$ cat config.mk
export PLATFORM = sky130hd
export DESIGN_NAME = uart_rx_frontend
export DESIGN_NICKNAME = d
export VERILOG_FILES = /design/src/rtl/uart_rx_frontend.sv
export SDC_FILE = /design/constraint.sdc
export NUM_CORES = 1
export LEC_CHECK = 0
export BUFFER_PORTS_ARGS = -buffer_cell sky130_fd_sc_hd__buf_2
export CAP_MARGIN = 30
export CORE_ASPECT_RATIO = 2
export CORE_MARGIN = 3
export CORE_UTILIZATION = 59
export DETAILED_ROUTE_END_ITERATION = 10
export PLACE_DENSITY = 0.86
export SYNTH_ARGS = -nofsm -noshare
export SYNTH_HDL_FRONTEND = slang
export SYNTH_SLANG_ARGS = --single-unit
$ cat constraint.sdc
create_clock -name clk -period 3.1 [get_ports clk]
set_input_delay 0.155 -clock clk [delete_from_list [all_inputs] [get_ports clk]]
set_output_delay 0.155 -clock clk [all_outputs]
set_load 0.02 [all_outputs]
$ cat src/rtl/uart_rx_frontend.sv
// UART receive front end: synchronizer, oversampled majority-vote framer,
// break detection and a 2-entry output FIFO with sticky overrun.
module uart_rx_frontend #(
   parameter int SYNC_STAGES = 2,
   parameter int OVERSAMPLE  = 16
) (
   input  logic       clk,
   input  logic       reset,
   input  logic       rxd,
   input  logic       sample_tick,
   input  logic       stop_bits,
   input  logic       out_ready,
   input  logic       overrun_clear,
   output logic       out_valid,
   output logic [7:0] out_data,
   output logic       out_framing_error,
   output logic       overrun,
   output logic       break_detect,
   output logic       busy
);

   localparam int CW  = $clog2(OVERSAMPLE);
   localparam int MID = OVERSAMPLE / 2 - 1;
   localparam logic [CW-1:0] PH_A   = CW'(MID - 1);
   localparam logic [CW-1:0] PH_B   = CW'(MID);
   localparam logic [CW-1:0] PH_C   = CW'(MID + 1);
   localparam logic [CW-1:0] PH_END = CW'(OVERSAMPLE - 1);

   typedef enum logic [2:0] {
      IDLE, START, DATA, STOP1, STOP2, BRK_WAIT
   } state_t;

   logic [SYNC_STAGES-1:0] sync;
   logic                   rxs;
   logic                   hist;

   assign rxs = sync[SYNC_STAGES-1];

   // history follows the tick rate so an edge between ticks is still seen
   always_ff @(posedge clk or posedge reset) begin
      if (reset) begin
         sync <= '1;
         hist <= 1'b1;
      end else begin
         sync <= {sync[SYNC_STAGES-2:0], rxd};
         if (sample_tick) hist <= rxs;
      end
   end

   state_t        state;
   logic [CW-1:0] cnt;
   logic [2:0]    bit_idx;
   logic [7:0]    shreg;
   logic          s_a;
   logic          s_b;
   logic          stop_lat;
   logic          stop1_val;
   logic          push;
   logic [8:0]    push_word;
   logic          maj;
   logic          at_c;
   logic          at_end;

   assign maj    = (s_a & s_b) | (s_a & rxs) | (s_b & rxs);
   assign at_c   = sample_tick && (cnt == PH_C);
   assign at_end = sample_tick && (cnt == PH_END);
   assign busy   = (state != IDLE);

   always_ff @(posedge clk or posedge reset) begin
      if (reset) begin
         state        <= IDLE;
         cnt          <= '0;
         bit_idx      <= '0;
         shreg        <= '0;
         s_a          <= 1'b0;
         s_b          <= 1'b0;
         stop_lat     <= 1'b0;
         stop1_val    <= 1'b0;
         push         <= 1'b0;
         push_word    <= '0;
         break_detect <= 1'b0;
      end else begin
         push         <= 1'b0;
         break_detect <= 1'b0;
         if (sample_tick && state != IDLE) begin
            cnt <= (cnt == PH_END) ? '0 : cnt + 1'b1;
            if (cnt == PH_A) s_a <= rxs;
            if (cnt == PH_B) s_b <= rxs;
         end
         case (state)
            IDLE:
               if (sample_tick && !rxs && hist) begin
                  state    <= START;
                  cnt      <= '0;
                  stop_lat <= stop_bits;
               end
            START:
               if (at_c && maj) begin
                  state <= IDLE;
               end else if (at_end) begin
                  state   <= DATA;
                  bit_idx <= '0;
               end
            DATA: begin
               if (at_c) shreg <= {maj, shreg[7:1]};
               if (at_end) begin
                  if (bit_idx == 3'd7) state <= STOP1;
                  bit_idx <= bit_idx + 3'd1;
               end
            end
            STOP1:
               if (at_c) begin
                  if (shreg == 8'h00 && !maj) begin
                     break_detect <= 1'b1;
                     state        <= BRK_WAIT;
                  end else if (!stop_lat) begin
                     push      <= 1'b1;
                     push_word <= {~maj, shreg};
                     state     <= IDLE;
                  end else begin
                     stop1_val <= maj;
                  end
               end else if (at_end) begin
                  state <= STOP2;
               end
            STOP2:
               if (at_c) begin
                  push      <= 1'b1;
                  push_word <= {~(stop1_val & maj), shreg};
                  state     <= IDLE;
               end
            BRK_WAIT:
               if (sample_tick && rxs) state <= IDLE;
            default: state <= IDLE;
         endcase
      end
   end

   logic [8:0] mem [2];
   logic       rd_ptr;
   logic       wr_ptr;
   logic [1:0] count;
   logic       pop;
   logic       full;
   logic       wr;

   assign out_valid         = (count != 2'd0);
   assign full              = (count == 2'd2);
   assign pop               = out_valid & out_ready;
   assign wr                = push & (~full | pop);
   assign out_data          = out_valid ? mem[rd_ptr][7:0] : 8'h00;
   assign out_framing_error = out_valid ? mem[rd_ptr][8] : 1'b0;

   // when full, wr_ptr == rd_ptr: a simultaneous pop frees the slot written
   always_ff @(posedge clk or posedge reset) begin
      if (reset) begin
         mem[0]  <= '0;
         mem[1]  <= '0;
         rd_ptr  <= 1'b0;
         wr_ptr  <= 1'b0;
         count   <= '0;
         overrun <= 1'b0;
      end else begin
         if (wr) begin
            mem[wr_ptr] <= push_word;
            wr_ptr      <= ~wr_ptr;
         end
         if (pop) rd_ptr <= ~rd_ptr;
         unique case ({wr, pop})
            2'b10:   count <= count + 2'd1;
            2'b01:   count <= count - 2'd1;
            default: count <= count;
         endcase
         overrun <= (push & full & ~pop) | (overrun & ~overrun_clear);
      end
   end

endmodule

### Word level (Yosys, flattened, before mapping)

Cells that the tools add are included.

* $lt $le $gt $ge: 3
* reductions and logical operators: 26
* equal/unequal tests: 26
* divide/modulo/power cells: 0
* bitwise operators: 23
* add/subtract/negate cells: 4
* multiply operators: 0
* shift operators: 0
* muxes and demuxes: 42

Operators by type and width (number)
* 9-bit 2-to-1 mux: 8
* 3-bit 2-to-1 mux: 14
* 2-bit != test (second input constant): 10
* 18-bit bitwise mux: 1
* 3-bit one-hot mux with 6 select lines: 1
* 9-bit one-hot mux with 2 select lines: 1
* 4-bit 2-to-1 mux: 4
* 1-bit AND: 9
* 9-bit demux with 1-bit select: 1
* 3-bit == test (second input constant): 3
* 1-bit logical AND: 9
* 4-bit by 3-bit == test with 1-bit output (second input constant): 2
* 4-bit == test (second input constant): 2
* 8-bit logical NOT: 1
* 1-bit 2-to-1 mux: 8
* 8-bit 2-to-1 mux: 1
* 1-bit NOT: 8
* 2-bit AND reduction: 4
* 4-bit AND reduction: 2
* 8-bit AND reduction: 1
* 2-bit nonzero test: 4
* 3-bit by 2-bit == test with 1-bit output (second input constant): 2
* 3-bit != test (second input constant): 2
* 3-bit one-hot mux with 2 select lines: 1
* other kinds (18): 25

* RAM bits: 0
* input port bits: 7
* bits in read-only memories: 0
* memories: 0
* register bits: 59
* latch bits: 0

### Longest topological paths before layout

Gate-level depths: netlist of run 1.

* word-level depth: 8
* gate-level depth with buffers: 7
* depth with buffers taken out: 7

### Least setup slack after synthesis of run 1

Ideal clock, no wire load.

* path kind: register to register
* start point: reg shreg[5]
* end point: reg state[1]
* stages on the path, launching flop included: 6
* library setup time: 122 ps
* path slack: 853 ps
* arrival: 2126 ps
* buffers on the path: 0
* required time: 2978 ps
* path through: dfrtp_1 -> or4_4 -> or3_4 -> a32o_1 -> or4_1 -> a32o_1

* cells in the longest elaborated chain, start to end: 5
* elaborated cells on any way between the ends: 7

RTL lines
* from (decl): line 53 `logic [7:0] shreg;`
* from (signal assigned): line 105 `if (at_c) shreg <= {maj, shreg[7:1]};`
* 8-bit logical NOT *: line 113 `if (shreg == 8'h00 && !maj) begin`
* 1-bit logical AND *: line 113
* 3-bit 2-to-1 mux: line 113
* 3-bit 2-to-1 mux: line 112 `if (at_c) begin`
* 3-bit one-hot mux with 6 select lines: line 90 `case (state)`
* to (signal assigned): line 93 `state <= START;`
* to (signal assigned): line 115 `state <= BRK_WAIT;`
* to (signal assigned): line 119 `state <= IDLE;`
* to (decl): line 50 `state_t state;`

Every way passes the cells marked *; elsewhere a longest branch is shown, timed or not.
A chain may end at the register's enable or synchronous reset.

### Worst setup path in the final report of run 1

* start point: reg shreg[5]
* end point: reg state[0]

Same word-level chain as after synthesis.

==> flow_metrics.py, run 1 <==
metrics = {
    "run_status": {
        "outcome": "complete, no violations",
    },
    "finish": {
        "fill_cells": 328,
        "layoutNonFillerInstCount": 301,
        "fin_area_um2": 3130,
        "n_antenna_cell": 0,
        "nNetsFinal": 255,
        "area_growth_pct": 16.9,
        "drive_above_1_share_pct": 30.4,
    },
    "timing": {
        "period_share_pct": 76.8,
        "max_freq_mhz": 420,
        "final-setup-viol-count": 0,
        "tns_ns": 0,
        "skew_ns": 0.00896,
        "maxSlewViolCount": 0,
        "grt_setup_unrepaired": "no",
        "finalWorstSetupSlack_ns": 0.718,
        "period_needed_ns": 2.38,
        "max-slew-margin-rel_pct": 42.3,
        "worstMarginPinSlew_ns": 0.862,
        "finalHoldViolCount": 0,
    },
    "synth": {
        "synth_top_area_cell": "dfrtp_1",
        "synth_top_area_share_pct": 52.3,
        "synth_seq_cells": 59,
        "synth_cell_types": 40,
        "async_flop_share_pct": 100,
        "synth_area_um2": 2680,
        "ys_seq_area_share_pct": 55.3,
        "synth_warnings": 0,
        "synth_nets": 224,
        "syn_avg_cell_area_um2": 12.7,
        "ys.flop_type": "dfrtp_1",
        "synthCells": 211,
        "synth_top_cells_by_area": "dfrtp_1 52%, mux2_2 13%, mux2_1 4.6%",
        "synth_most_common_cell": "dfrtp_1",
        "synth_edf_count": 0,
        "synthTopCellsByCount": "56 x dfrtp_1, 30 x mux2_2, 17 x nor2_1",
    },
    "power_and_ir_drop": {
        "ir_worst_vdd_mv": 0.685,
        "pwr_density_cell_nw_per_um2": 792,
        "power.total_mw": 2.48,
        "leakagePower_nw": 1.60,
    },
    "cts": {
        "clk_latency_ns": 0.33,
        "clockBufferDepth": 2,
        "cts_root_buffer": "clkbuf_8",
        "h-tree-depth": 3,
        "cts-buffers-inserted": 9,
        "clk_pin_slew_worst_paths_ns": 0.06,
        "cts.repair.resized": 0,
        "postCtsSetupBuffers": 0,
        "cts_tree": "yes",
        "cts_sinks": 59,
    },
    "global_route": {
        "grt_use_total_pct": 20.9,
        "antenna_found_initial": 0,
        "grt_pass1_wl_um": 7960,
        "grt.overflow.total": 0,
        "grt_max_degree": 41,
        "grt_pass1_vias": 1828,
    },
    "critical_path": {
        "critPathMaxFanout": 4,
        "crit_required_ns": 3.31,
        "crit_arrival_ns": 2.59,
        "worstSetupEndpointType": "flip-flop",
        "worst-path-buf-inv": 0,
        "critPathTopFamily": "simple AND/OR/NAND/NOR gates",
        "cp_cell_sequence": "or4_4, or3_4, a32o_1, nor4_2, mux2_1",
        "cpPeakStageDelay_ns": 0.54,
        "crit_type": "reg -> reg",
        "crit_path_top_delay_cell": "or4_4",
        "startpoint_type": "flip-flop",
    },
    "routing": {
        "drc_errors": 0,
        "wl_per_cell_um": 15.8,
        "viasPerCell": 5.72,
        "vias": 1722,
        "wl_um": 4760,
        "wl_met2_um": 2780,
        "topRoutingLayerUsed": "met4",
        "wl_met3_um": 166,
        "drt_pass1_iterations": 4,
        "wl_met1_um": 1680,
        "postRouteAntennaNets": 0,
        "drtIter0Drc": 37,
    },
    "placement": {
        "placed_area_um2": 2840,
        "place_ws_ns": 0.711,
        "dp.final_hpwl_um": 3520,
        "portBuffers": 19,
        "gp_congestion": 0.870,
        "place_inst": 282,
    },
    "flow_run": {
        "max_cap_viol_count": 0,
    },
    "floorplan": {
        "start_util_pct": 61.1,
        "io_pins": 20,
        "rows": 34,
        "dieArea_um2": 5430,
        "die_y_um": 101,
        "fp.dieW_um": 53.6,
        "core_um2": 4380,
    },
    "worst_hold_path": {
        "hold_class": "in -> reg",
    },
}
==> placed cells by master, fill, tap and decap left out, types with 5 or more instances in the layout <==
master and instances:
dfrtp_1 56, mux2_2 30, buf_2 19, nor2_1 17, clkbuf_8 12, mux2_1 11, mux2i_1 10, nand2_1 9
inv_1 8, ha_1 6, o21ai_0 5
==> power breakdown <==
group | switching (mW) | total, mW | leakage [nW] | internal (mW)
registers | 0.151 | 1.03 | 0.791 | 0.877
logic | 0.298 | 0.575 | 0.672 | 0.277
clock network | 0.280 | 0.878 | 0.133 | 0.598
==> state kept, by name (all words and copies together) (netlist names), 2 cells and up <==
signal	count
push_word	9
mem	18
bit_idx	3
sync	2
shreg	8
cnt	4
state	3
count	2
==> logic make-up (layout without fill, tap and decap cells) <==
logic type,after synthesis,after routing,share of synthesized area (%)
XOR/XNOR,6,6,1.96
multiplexers,51,51,21.0
buffers and inverters,13,49,1.82
adder cells (fa/ha/maj),7,7,3.18
AO/OA/AOI/OAI,20,20,5.42
AND/OR/NAND/NOR,55,55,11.4
flip-flops,59,59,55.3
==> stage by stage <==
stage / hold WS (ns) / util, %
floorplan: 0.159 / -
global placement: 0.261 / 64.8
detailed placement: 0.264 / 64.8
CTS: 0.0428 / 71.4
global route: 0.0519 / 71.4
finish: 0.0641 / 71.4
==> layer usage <==
metal / vias to the layer above / track usage [%]
met5: - / 0
met4: 0 / 11.0
met3: 15 / 6.63
met2: 36 / 38.3
met1: 854 / 19.1
li1: 817 / -
==> worst paths after layout <==
| path | slack, ns | to | cells past startpoint | startpoint |
|---|---|---|---|---|
| setup / recovery | 0.72 | state[0]$_DFFE_PP0P_ | 5 | shreg[5]$_DFFE_PP0P_ |
| hold / removal | 0.06 | stop_lat$_DFFE_PP0P_ | 2 | stop_bits |
| setup reg to reg | 0.72 | state[0]$_DFFE_PP0P_ | 5 | shreg[5]$_DFFE_PP0P_ |
| hold reg to reg | 0.36 | sync[1]$_DFF_PP1_ | 0 | sync[0]$_DFF_PP1_ |
| max in group asynchronous | 1.76 | hist$_DFFE_PP1P_ | 4 | reset |
| min in group asynchronous | 0.52 | state[2]$_DFFE_PP0P_ | 3 | reset |
==> area by class of cell <==
| class | count | area, µm² | share of cell area (%) |
|---|---|---|---|
| clock buffers | 12 | 165 | 5.28 |
| clock inverters | 4 | 95.1 | 3.04 |
| inverters | 9 | 33.8 | 1.08 |
| multi-input cells | 139 | 1150 | 36.7 |
| flip-flops and latches | 59 | 1480 | 47.3 |
| well taps | 54 | 67.6 | 2.16 |
| repair buffers | 24 | 140 | 4.48 |
==> worst register-to-register path: stages, from the launching register on <==
cell and delay (ns):
dfrtp_1 0.40, or4_4 0.54, or3_4 0.39, a32o_1 0.28, nor4_2 0.28, mux2_1 0.37
==> repair_timing <==
item | CTS | global route
endpoints found under the hold margin | 41 | 0
setup endpoints to repair | 0 | 0
hold buffers | 3 | 0
No activity file was read; power rests on OpenSTA's default activity.
==> inputs of run 2 (changes only) <==
--- a/config.mk
+++ b/config.mk
@@ -5,13 +5,14 @@
 export SDC_FILE = /design/constraint.sdc
 export NUM_CORES = 1
 export LEC_CHECK = 0
+export ABC_AREA = 1
 export BUFFER_PORTS_ARGS = -buffer_cell sky130_fd_sc_hd__buf_2
 export CAP_MARGIN = 30
 export CORE_ASPECT_RATIO = 2
 export CORE_MARGIN = 3
-export CORE_UTILIZATION = 59
+export CORE_UTILIZATION = 60
 export DETAILED_ROUTE_END_ITERATION = 10
-export PLACE_DENSITY = 0.86
+export PLACE_DENSITY = 0.87
 export SYNTH_ARGS = -nofsm -noshare
 export SYNTH_HDL_FRONTEND = slang
 export SYNTH_SLANG_ARGS = --single-unit
==> constraint.sdc (replaced) <==
create_clock -name clk -period 2.5 [get_ports clk]
set_input_delay 0.125 -clock clk [delete_from_list [all_inputs] [get_ports clk]]
set_output_delay 0.125 -clock clk [all_outputs]
set_load 0.02 [all_outputs]
==> flow_metrics.py, run 2 <==
metrics = {
    "run_status": {
        "outcome": "complete, no violations",
    },
    "worst_hold_path": {
        "whs_path_depth": 2,
        "hold_class": "in -> reg",
    },
    "placement": {
        "portBuffers": 19,
        "place_inst": 406,
        "dp.final_hpwl_um": 4310,
        "gp_congestion": 0.885,
        "placed_area_um2": 3030,
        "place_ws_ns": 0.834,
    },
    "routing": {
        "drc_errors": 0,
        "postRouteAntennaNets": 0,
        "vias": 2295,
        "wl_per_cell_um": 13.5,
        "viasPerCell": 5.40,
        "drt_pass1_iterations": 4,
        "wl_um": 5760,
        "drtIter0Drc": 52,
    },
    "critical_path": {
        "r2r_slack_ns": 0.81,
        "crit_type": "reg -> out",
        "startpoint_type": "flip-flop",
        "crit_arrival_ns": 1.62,
        "worstSetupEndpointType": "output pin",
        "critPathMaxFanout": 11,
        "rr_worst_depth": 11,
        "crit_required_ns": 2.38,
    },
    "timing": {
        "tns_ns": 0,
        "maxSlewViolCount": 0,
        "final-setup-viol-count": 0,
        "max-slew-margin-rel_pct": 46.2,
        "period_needed_ns": 1.74,
        "period_share_pct": 69.8,
        "finalWorstSetupSlack_ns": 0.756,
        "grt_setup_unrepaired": "no",
        "worst_hold_slack_ns": 0.0444,
        "skew_ns": 0.00552,
        "max_freq_mhz": 573,
        "worstMarginPinSlew_ns": 0.807,
        "finalHoldViolCount": 0,
    },
    "power_and_ir_drop": {
        "leakagePower_nw": 1.66,
        "ir_worst_vdd_mv": 0.722,
        "pwr_density_cell_nw_per_um2": 863,
        "power.total_mw": 2.79,
    },
    "cts": {
        "cts_sinks": 59,
        "clk_latency_ns": 0.33,
        "h-tree-depth": 3,
        "clk_pin_slew_worst_paths_ns": 0.07,
        "clockBufferDepth": 2,
        "cts_tree": "yes",
        "cts_root_buffer": "clkbuf_8",
        "cts.repair.resized": 0,
        "cts-buffers-inserted": 9,
    },
    "synth": {
        "synthTopCellsByCount": "106 x nand2_1, 56 x dfrtp_1, 37 x inv_1",
        "ys.flop_type": "dfrtp_1",
        "synth_nets": 348,
        "synth_top_area_share_pct": 48.5,
        "synthCells": 335,
        "syn_avg_cell_area_um2": 8.63,
        "synth_top_cells_by_area": "dfrtp_1 48%, nand2_1 14%, inv_1 4.8%",
        "synth_warnings": 0,
        "synth_seq_cells": 59,
        "synth_area_um2": 2890,
        "async_flop_share_pct": 100,
        "synth_edf_count": 0,
        "synth_cell_types": 32,
        "synth_most_common_cell": "nand2_1",
        "ys_seq_area_share_pct": 51.2,
        "synth_top_area_cell": "dfrtp_1",
    },
    "finish": {
        "n_antenna_cell": 0,
        "seqCellArea_um2": 1480,
        "largest_register": "mem",
        "fin_area_um2": 3240,
        "layoutNonFillerInstCount": 425,
        "reg.largest.list": "mem: 18 flops, push_word: 9 flops, shreg: 8 flops",
        "nNetsFinal": 379,
        "multi_input_area_um2": 1220,
        "drive_above_1_share_pct": 19.5,
        "mostFrequentLayoutCells": "106 x nand2_1, 56 x dfrtp_1, 36 x inv_1",
        "layout_commonest_cell": "nand2_1",
        "fill_cells": 384,
        "final_core_util_pct": 69.8,
        "area_growth_pct": 12.1,
        "largest_reg_flops": 18,
    },
    "flow_run": {
        "max_cap_viol_count": 0,
    },
    "floorplan": {
        "io_pins": 20,
        "dieArea_um2": 5740,
        "core_um2": 4640,
        "die_y_um": 104,
        "rows": 35,
        "fp.dieW_um": 55.1,
        "start_util_pct": 62.3,
    },
    "global_route": {
        "grt_pass1_vias": 2325,
        "antenna_found_initial": 0,
        "grt_use_total_pct": 23.3,
        "grt.overflow.total": 0,
        "grt_pass1_wl_um": 9830,
        "grt_max_degree": 33,
    },
}
-- run 2: cell count changes in the layout (fill, tap and decap cells not counted), moves of 4 or more --
| cell | delta |
|---|---|
| mux2_1 | -11 |
| nor2b_1 | -4 |
| mux2_2 | -23 |
| nand2_1 | +97 |
| nand3_1 | +13 |
| o21ai_0 | +15 |
| o21ai_2 | +9 |
| nand4_1 | +4 |
| nor2_1 | +7 |
| inv_1 | +28 |
| a32o_1 | -4 |
| a21oi_1 | +10 |
| mux2i_1 | -10 |
-- run 2: cell families (layout without fill, tap and decap cells) --
kind of cell	count (synthesis)	count (layout)	synth area share [%]
mux	7	7	2.73
simple gates	168	168	25.9
buf+inv	44	79	6.49
fa+ha+maj	6	6	2.60
xor+xnor	3	3	0.909
flops	59	59	51.2
compound gates	48	48	10.2
-- run 2: what timing repair did --
item                                   CTS  global route
buffers inserted                         0             0
endpoints found under the hold margin   31             0
hold buffers                             4             0
-- run 2: worst max-delay path: stages, from the launching register on --
cell and delay, ns:
dfrtp_1 0.57, clkinv_1 0.34, nand2_1 0.14, a21oi_1 0.07, buf_2 0.16
-- run 2: layout make-up --
cell class / instances / area share [%]
sequential: 59 / 45.7
inverter: 38 / 4.40
clock buffer: 10 / 4.25
multi-input combinational: 232 / 37.7
clock inverter: 5 / 0.927
timing repair buffer: 26 / 4.87
tap: 55 / 2.12
-- run 2: routing by layer --
layer / vias up / wire, µm / global-route usage [%]
li1: 1128 / - / -
met1: 1102 / 2030 / 22.9
met2: 50 / 3410 / 41.4
met3: 15 / 177 / 5.74
met4: 0 / 142 / 12.0
met5: - / 0 / 0
-- run 2: final timing paths --
path                               startpoint                    to
min reg2reg                 sync[0]$_DFF_PP1_     sync[1]$_DFF_PP1_
min                               sample_tick      hist$_DFFE_PP1P_
max                        rd_ptr$_DFFE_PP0P_           out_data[1]
max reg2reg                  cnt[0]$_DFF_PP0_  state[2]$_DFFE_PP0P_
min in group asynchronous               reset  count[1]$_DFFE_PP0P_
max in group asynchronous               reset      hist$_DFFE_PP1P_
-- run 2: report_power, final --
| part | internal [mW] | switching, mW |
|---|---|---|
| Combinational | 0.275 | 0.570 |
| Sequential | 1.07 | 0.143 |
| Clock | 0.374 | 0.359 |
| Total | 1.72 | 1.07 |
